$ cat config.mk
export PLATFORM = sky130hd
export DESIGN_NAME = simon_autoplayer
export DESIGN_NICKNAME = d
export VERILOG_FILES = /design/src/rtl/simon_autoplayer.sv
export SDC_FILE = /design/constraint.sdc
export NUM_CORES = 1
export LEC_CHECK = 0
export ABC_AREA = 1
export BUFFER_PORTS_ARGS = -buffer_cell sky130_fd_sc_hd__buf_2
export CAP_MARGIN = 25
export CORE_MARGIN = 2
export CORE_UTILIZATION = 62
export DETAILED_ROUTE_END_ITERATION = 7
export PLACE_DENSITY = 0.78
export SYNTH_ARGS = -nofsm -noshare
export SYNTH_HDL_FRONTEND = slang
export SYNTH_SLANG_ARGS = --single-unit
$ cat constraint.sdc
create_clock -name clk -period 7.25 [get_ports clk]
set_clock_uncertainty 0.2 [all_clocks]
set_input_delay 0.725 -clock clk [delete_from_list [all_inputs] [get_ports clk]]
set_output_delay 0.725 -clock clk [all_outputs]
set_load 0.005 [all_outputs]
$ cat src/rtl/simon_autoplayer.sv
// Simon autoplayer: records the colour sequence shown by the game and replays it on the player buttons.
// Latency: start_btn one cycle after the enable edge; playback begins one cycle after the registered colour strobe reads low.
// Backpressure: none; the game sets the pace, and enable low aborts to IDLE on the next cycle.
module simon_autoplayer #(
    parameter int STEP_CYCLES  = 50000001,
    parameter int PRESS_CYCLES = 2,
    parameter int GAP_CYCLES   = 30000000,
    parameter int WAIT_LIMIT   = 200000000,
    parameter int MAX_LEN      = 251
) (
    input  logic       clk,
    input  logic       rst,
    input  logic       enable,
    input  logic [1:0] color,
    input  logic       color_en,
    input  logic [7:0] round,
    output logic       start_btn,
    output logic       red_btn,
    output logic       green_btn,
    output logic       blue_btn,
    output logic       yellow_btn,
    output logic       busy,
    output logic       seq_err,
    output logic       game_over,
    output logic [7:0] rec_len
);

    // One shared phase counter serves RECORD, PLAY_PRESS and PLAY_GAP, so it is sized for the largest of them.
    localparam int CMAX = (STEP_CYCLES > PRESS_CYCLES) ?
                          ((STEP_CYCLES > GAP_CYCLES) ? STEP_CYCLES : GAP_CYCLES) :
                          ((PRESS_CYCLES > GAP_CYCLES) ? PRESS_CYCLES : GAP_CYCLES);
    localparam int CW = $clog2(CMAX + 1);
    localparam int WW = $clog2(WAIT_LIMIT + 1);

    localparam logic [CW-1:0] HALF_STEP = CW'(STEP_CYCLES / 2);
    localparam logic [CW-1:0] STEP_LAST = CW'(STEP_CYCLES - 1);
    localparam logic [CW-1:0] PRESS_LAST = CW'(PRESS_CYCLES - 1);
    localparam logic [CW-1:0] GAP_LAST = CW'(GAP_CYCLES - 1);
    localparam logic [WW-1:0] WAIT_LAST = WW'(WAIT_LIMIT - 1);
    localparam logic [8:0]    MAX_LEN9 = 9'(MAX_LEN);

    typedef enum logic [2:0] {
        IDLE, START, WAIT_SEQ, RECORD, WAIT_END, PLAY_PRESS, PLAY_GAP
    } state_t;

    state_t        state, state_n;
    logic          en_q, cen_q;
    logic [CW-1:0] cnt, cnt_n;
    logic [WW-1:0] wait_cnt, wait_n;
    logic [7:0]    idx, idx_n;
    logic [7:0]    target_len, target_n;
    logic [7:0]    rec_len_n;
    logic          err_n, go_n, mem_we;
    logic [3:0]    btns;
    logic [1:0]    mem [MAX_LEN];

    logic cen_rise, cen_fall, en_rise;
    assign cen_rise = color_en & ~cen_q;
    assign cen_fall = ~color_en & cen_q;
    assign en_rise  = enable & ~en_q;

    // Next-state and datapath updates; enable low outranks everything outside IDLE.
    always_comb begin
        state_n  = state;
        cnt_n    = cnt;
        wait_n   = wait_cnt;
        idx_n    = idx;
        target_n = target_len;
        rec_len_n = rec_len;
        err_n    = seq_err;
        go_n     = 1'b0;
        mem_we   = 1'b0;
        if (state != IDLE && !enable) begin
            state_n = IDLE;
            cnt_n   = '0;
            wait_n  = '0;
        end else begin
            case (state)
                IDLE: begin
                    if (en_rise) begin
                        state_n   = START;
                        err_n     = 1'b0;
                        rec_len_n = '0;
                    end
                end
                START: begin
                    state_n = WAIT_SEQ;
                    wait_n  = '0;
                end
                WAIT_SEQ: begin
                    if (cen_rise) begin
                        if (round == 8'd0 || {1'b0, round} > MAX_LEN9) begin
                            err_n   = 1'b1;
                            state_n = IDLE;
                        end else begin
                            target_n = round;
                            idx_n    = '0;
                            cnt_n    = '0;
                            state_n  = RECORD;
                        end
                    end else if (rec_len != 8'd0 && wait_cnt == WAIT_LAST) begin
                        go_n    = 1'b1;
                        state_n = IDLE;
                    end else if (wait_cnt != WAIT_LAST) begin
                        // Saturates so a first round that never arrives cannot wrap the counter.
                        wait_n = wait_cnt + WW'(1);
                    end
                end
                RECORD: begin
                    if (cen_fall) begin
                        err_n   = 1'b1;
                        state_n = IDLE;
                    end else begin
                        cnt_n = (cnt == STEP_LAST) ? '0 : cnt + CW'(1);
                        if (cnt == HALF_STEP) begin
                            mem_we = 1'b1;
                            // The old sequence must reappear as the prefix of the new one.
                            if (idx < rec_len && mem[idx] != color) begin
                                err_n = 1'b1;
                            end
                            idx_n = idx + 8'd1;
                            if (idx + 8'd1 == target_len) begin
                                state_n = WAIT_END;
                            end
                        end
                    end
                end
                WAIT_END: begin
                    if (!cen_q) begin
                        rec_len_n = target_len;
                        idx_n     = '0;
                        cnt_n     = '0;
                        state_n   = PLAY_PRESS;
                    end
                end
                PLAY_PRESS: begin
                    if (cnt == PRESS_LAST) begin
                        cnt_n   = '0;
                        state_n = PLAY_GAP;
                    end else begin
                        cnt_n = cnt + CW'(1);
                    end
                end
                PLAY_GAP: begin
                    if (cnt == GAP_LAST) begin
                        cnt_n = '0;
                        idx_n = idx + 8'd1;
                        if (idx + 8'd1 == rec_len) begin
                            state_n = WAIT_SEQ;
                            wait_n  = '0;
                        end else begin
                            state_n = PLAY_PRESS;
                        end
                    end else begin
                        cnt_n = cnt + CW'(1);
                    end
                end
                default: state_n = IDLE;
            endcase
        end
    end

    // State and datapath registers; en_q resets high so an enable already high at reset release is not an edge.
    always_ff @(posedge clk or posedge rst) begin
        if (rst) begin
            state      <= IDLE;
            en_q       <= 1'b1;
            cen_q      <= 1'b0;
            cnt        <= '0;
            wait_cnt   <= '0;
            idx        <= '0;
            target_len <= '0;
            rec_len    <= '0;
            seq_err    <= 1'b0;
            game_over  <= 1'b0;
        end else begin
            state      <= state_n;
            en_q       <= enable;
            cen_q      <= color_en;
            cnt        <= cnt_n;
            wait_cnt   <= wait_n;
            idx        <= idx_n;
            target_len <= target_n;
            rec_len    <= rec_len_n;
            seq_err    <= err_n;
            game_over  <= go_n;
        end
    end

    // Sequence memory: no reset, every entry is written before it is read.
    always_ff @(posedge clk) begin
        if (mem_we) begin
            mem[idx] <= color;
        end
    end

    // Buttons decode straight from state, so they are one-hot during a press and zero otherwise.
    always_comb begin
        btns = 4'b0000;
        if (state == PLAY_PRESS) begin
            btns[mem[idx]] = 1'b1;
        end
    end

    assign red_btn    = btns[0];
    assign green_btn  = btns[1];
    assign blue_btn   = btns[2];
    assign yellow_btn = btns[3];
    assign start_btn  = (state == START);
    assign busy       = (state != IDLE);

endmodule

==> results.yml, run 1 <==
setup_path:
  worstPathArrival_ns: 3.98
  cp-startpoint: "idx[0]$_DFFE_PP0P_"
  cp-end-kind: "output pin"
  ff2ff_path_depth: 15
  critical_path_class: "register to output pin"
  cp_max_fo: 108
  startpoint_type: "register"
  reg2reg_from: "idx[1]$_DFFE_PP0P_"
  required_ns: 6.32
die:
  initial_core_util: 0.629
  rows: 78
  core-area_um2: 45400
  die_y_um: 219
  ios: 30
  die_w_um: 219
  die_area_um2: 47800
placed_design:
  port_buffers: 29
  gp_congestion: 0.910
  dpl.hpwl_mm: 43.4
  pre_cts_slack_ns: 3.00
timing:
  holdWs_ns: 0.0373
  fin_tns_setup_ns: 0
  finalWorstSetupSlack_ns: 2.34
  max_slew_margin: 0.253
  max_freq_mhz: 204
  rsz0062_at_grt: "false"
  worst_slew_pin_slew_ns: 1.12
  finalSetupViolCount: 0
  hold_viol_final: 0
  min_period_over_period: 0.677
  finalCriticalPeriod_ns: 4.91
  slew_violations: 0
detailed_routing:
  dr.pass1.iters: 6
  ant_nets: 0
  first_iter_violations: 2567
  routed_wl_mm: 73.0
  drc: 0
  via_per_inst: 5.71
  wl_per_cell_um: 18.8
  vias: 22100
clocking:
  root_buffer: "clkbuf_16"
  htreeDepth: 2
  cts_num_sinks: 587
  clk_path_buf_depth: 3
  clk_pin_slew_worst_paths_ns: 0.06
  cts_tree: "built"
  worst_skew_pair.late_latency_ns: 0.63
  numCtsBuffers: 59
global_routing:
  grt_pass1_vias: 21100
  antenna_found_initial: 0
  grt_usage: 0.308
  grt_pass1_wl_mm: 114
  grt_overflow: 0
  grt_max_degree: 202
synth:
  synthArstFlopShare: 0.145
  synth-main-ff-cell: "edfxtp_1"
  synth_most_common_cell: "nand2_1"
  synth_nets: 3280
  synth.largest_area_cell: "edfxtp_1"
  yosysWarningCount: 0
  ys_seq_area_frac: 0.602
  synthesis.instances: 3250
  synth.ff_latch_count: 587
  synth_common_cells: "1020 x nand2_1, 529 x nor2_1, 502 x edfxtp_1"
  synth-edff-count: 502
  synth_top_area_share: 0.528
  synthTopCellsByArea: "edfxtp_1 53%, nand2_1 13%, dfrtp_1 7.4%, nor2_1 7.0%, inv_1 5.3%"
  syn_area_per_cell_um2: 8.79
  syn_area_um2: 28600
  synthDistinctLibCells: 48
power:
  power_mw: 8.46
  powerDensity_nw_per_um2: 272
  p_leak_nw: 12.7
  ir_drop_v: 0.000221
job:
  drv_cap: 0
hold_path:
  hp-class: "input pin to register"
  worstHoldStart: "enable"
  hold_depth: 1
final_layout:
  flow.area_growth_from_synthesis_pct: 8.66
  fill_cells: 3543
  layout-drive-gt1-share: 0.0534
  nets: 3256
  postLayoutCoreUtil: 0.684
  antenna_cells: 0
outcome:
  status: "finished, final reports clean"
[where the power goes]
group | leakage, nW | total, mW | internal, mW | switching (mW)
registers | 5.67 | 3.77 | 3.71 | 0.0620
logic | 6.14 | 1.64 | 0.436 | 1.21
clock network | 0.936 | 3.04 | 1.76 | 1.28
total | 12.7 | 8.46 | 5.91 | 2.55
[worst max-delay path, stage by stage (launching register included)]
cell     delay [ns]
dfrtp_4        0.59
inv_6          0.63
buf_12         0.40
nand2_1        0.10
nand3_1        0.09
nand2_1        0.07
nand2_1        0.06
nand2_1        0.10
o21ai_0        0.30
nand2_1        0.16
o21ai_1        0.17
nand2_1        0.09
nor2_2         0.17
nand2_1        0.10
nor2_1         0.11
buf_2          0.12
[per-layer routing]
| metal | vias to the layer above | wire [um] | global-route usage |
|---|---|---|---|
| met5 | - | 0 | 0 |
| met3 | 196 | 7050 | 0.0498 |
| met1 | 10400 | 29400 | 0.426 |
| met4 | 0 | 2960 | 0.135 |
| li1 | 10400 | - | - |
| met2 | 1134 | 33600 | 0.485 |
[cells by family after synthesis]
logic type | share of synthesized area
muxes | 0.00158
buffers and inverters | 0.0792
AOI/OAI and AO/OA | 0.0413
and+or+nand+nor | 0.259
xor gates and xnor gates | 0.00981
DFF | 0.602
adders and majority gates | 0.00701
[stage by stage]
step                      instance area [um^2]  std cells
final                                    31000       3876
after global routing                     31000       3876
after CTS                                31000       3874
after detailed placement                 29100       3762
after global placement                   29000       3759
after floorplan                          28600       3250
[timing repair]
item	in CTS	in global routing
endpoints found under the hold margin	28	0
hold buffers	1	0
gates resized for setup	0	0
buffers inserted	0	0
[registers in the layout (all words and copies together) (netlist names)]
| signal | count |
|---|---|
| mem | 502 |
| wait_cnt | 28 |
| cnt | 26 |
| idx | 8 |
| rec_len | 8 |
| target_len | 8 |
| state | 3 |
| cen_q | 1 |
| en_q | 1 |
| game_over | 1 |
| seq_err | 1 |
[layout by cell type, fill, tap and decap left out, types with 3 or more instances in the layout]
master and count:
nand2_1 1020, nor2_1 528, edfxtp_1 502, inv_1 399, nand3_1 159, o21ai_0 104, dfrtp_1 82, nor3_1 68
clkbuf_16 59, o21ai_1 46, a21oi_1 33, nand4_1 30, xor2_1 30, buf_2 27, buf_4 26, clkbuf_1 25
nor4_1 16, ha_1 16, clkinv_2 12, o211ai_1 8, o22ai_1 7, nor2_2 6, o31ai_1 6, bufinv_16 6
mux2_2 4, clkinv_1 4, or2_2 3, nor2_4 3, clkbuf_8 3, buf_16 3, buf_12 3
[worst paths after layout]
path	slack (ns)	to
setup / recovery	2.34	red_btn
hold / removal	0.04	en_q$_DFF_PP1_
setup reg to reg	2.90	wait_cnt[0]$_DFFE_PP0P_
hold reg to reg	0.27	seq_err$_DFFE_PP0P_
max in group asynchronous	5.64	en_q$_DFF_PP1_
min in group asynchronous	0.54	wait_cnt[0]$_DFFE_PP0P_
[cell type report]
type / count / area [um^2] / share of cell area
sequential: 587 / 17200 / 0.555
inverter: 404 / 1530 / 0.0493
tap: 600 / 751 / 0.0242
multi-input combinational: 2111 / 9110 / 0.293
timing repair buffer: 63 / 520 / 0.0168
clock buffer: 87 / 1610 / 0.0519
clock inverter: 24 / 307 / 0.00988
(Power assumes the default switching activity.)
==> inputs of run 2 (changes only) <==
==> constraint.sdc (replaced) <==
create_clock -name clk -period 4.75 [get_ports clk]
set_clock_uncertainty 0.2 [all_clocks]
set_input_delay 0.475 -clock clk [delete_from_list [all_inputs] [get_ports clk]]
set_output_delay 0.475 -clock clk [all_outputs]
set_load 0.005 [all_outputs]
==> results.yml, run 2 (synthesized netlist as in run 1, its figures left out) <==
clocking:
  worst_skew_pair.late_latency_ns: 0.63
  clk_pin_slew_worst_paths_ns: 0.06
  numCtsBuffers: 59
  cts_tree: "built"
  root_buffer: "clkbuf_16"
  cts_num_sinks: 587
  htreeDepth: 2
  clk_path_buf_depth: 3
final_layout:
  flow.area_growth_from_synthesis_pct: 9.21
  multi_input_area_um2: 9110
  fill_cells: 3511
  postLayoutCoreUtil: 0.687
  register_area_um2: 17200
  final_common_cell: "nand2_1"
  largest_reg_flops: 502
  finalNonFillerCells: 3910
  top_regs: "mem: 502 flops, wait_cnt: 28 flops, cnt: 26 flops"
  nets: 3290
  antenna_cells: 0
  layout-drive-gt1-share: 0.0604
  layout_common_cells: "1020 x nand2_1, 528 x nor2_1, 502 x edfxtp_1"
  top_register: "mem"
placed_design:
  dp.cells: 3788
  port_buffers: 29
  gp_congestion: 0.914
  dpl.hpwl_mm: 43.8
global_routing:
  grt_pass1_vias: 21700
  antenna_found_initial: 0
  grt_pass1_wl_mm: 114
  grt_overflow: 0
  grt_max_degree: 184
  grt_usage: 0.306
setup_path:
  slowest_delay_ns: 0.63
  startpoint_type: "register"
  crit_family: "buffers and inverters"
  ff2ff_path_depth: 14
  worstPathArrival_ns: 3.81
  worst-path-buf-inv: 3
  cp_cell_sequence: "inv_6 > buf_4 > nand2_1 > nand3_1 > nand2_1 > nand2_1 > nand2_1 > o21ai_0 > nand2_1 > o21ai_1 > nand2_1 > nor2_2 > nand2_1 > nor2_1 > buf_2"
  critical_path_class: "register to output pin"
  required_ns: 4.07
  cp-end-kind: "output pin"
  critPathSlowestCell: "inv_6"
  cp_num_cells: 15
  cpMostUsedCell: "nand2_1"
  cp_max_fo: 101
timing:
  fin_tns_setup_ns: 0
  rsz0062_at_grt: "false"
  holdWs_ns: 0.185
  max_freq_mhz: 223
  hold_viol_final: 0
  finalSetupViolCount: 0
  min_period_over_period: 0.944
  finalCriticalPeriod_ns: 4.49
  slew_violations: 0
  worst_slew_pin_slew_ns: 1.13
  max_slew_margin: 0.247
power:
  power_mw: 12.8
  p_leak_nw: 12.8
  powerDensity_nw_per_um2: 410
  ir_drop_v: 0.000302
die:
  core-area_um2: 45400
  rows: 78
  die_area_um2: 47800
  ios: 30
  initial_core_util: 0.629
  die_w_um: 219
  die_y_um: 219
detailed_routing:
  first_iter_violations: 2821
  routed_wl_mm: 72.6
  ant_nets: 0
  vias: 22400
  drc: 0
  wl_per_cell_um: 18.6
  via_per_inst: 5.74
  dr.pass1.iters: 5
hold_path:
  hold_depth: 1
  hp-class: "input pin to register"
outcome:
  status: "finished, final reports clean"
job:
  drv_cap: 0
[run 2: routing by layer]
metal | global-route usage | routed length, um | vias to the layer above
li1 | - | - | 10500
met2 | 0.493 | 33500 | 1174
met3 | 0.0482 | 7140 | 207
met4 | 0.123 | 2900 | 0
met1 | 0.420 | 29000 | 10600
met5 | 0 | 0 | -
[run 2: what timing repair did]
action | in CTS | in global routing
hold endpoints to repair | 54 | 0
hold buffers | 11 | 0
setup buffers | 0 | 0
resized for setup | 0 | 0
endpoints found under the setup margin | 0 | 0
[run 2: per-stage QoR]
stage | setup slack (ns) | cell area, um^2
6_report | 0.265 | 31200
5_1_grt | 0.00629 | 31200
4_1_cts | 0.300 | 31200
3_5_place_dp | 0.950 | 29200
3_3_place_gp | 0.982 | 29200
2_1_floorplan | 1.88 | 28600
[run 2: report_power, final]
part	switching, mW	internal [mW]
clock network	1.97	2.51
logic	1.86	0.703
registers	0.0940	5.67
[run 2: final timing paths]
| check | start | endpoint | slack [ns] |
|---|---|---|---|
| worst max-delay path | idx[0]$_DFFE_PP0P_ | red_btn | 0.26 |
| worst min-delay path | color[1] | mem[215][1]$_DFFE_PP_ | 0.18 |
| worst max register to register | idx[1]$_DFFE_PP0P_ | wait_cnt[0]$_DFFE_PP0P_ | 0.86 |
| worst min register to register | target_len[2]$_DFFE_PP0P_ | rec_len[2]$_DFFE_PP0P_ | 0.32 |
| max in group asynchronous | rst | cnt[2]$_DFFE_PP0P_ | 3.00 |
| min in group asynchronous | rst | idx[2]$_DFFE_PP0P_ | 0.33 |
[run 2: layout make-up]
class                           count  share of cell area
Timing Repair Buffer               97              0.0239
Tap cell                          600              0.0241
Clock inverter                     34             0.00979
Inverter                          404              0.0490
Multi-Input combinational cell   2111               0.292
Clock buffer                       77              0.0495
Sequential cell                   587               0.552
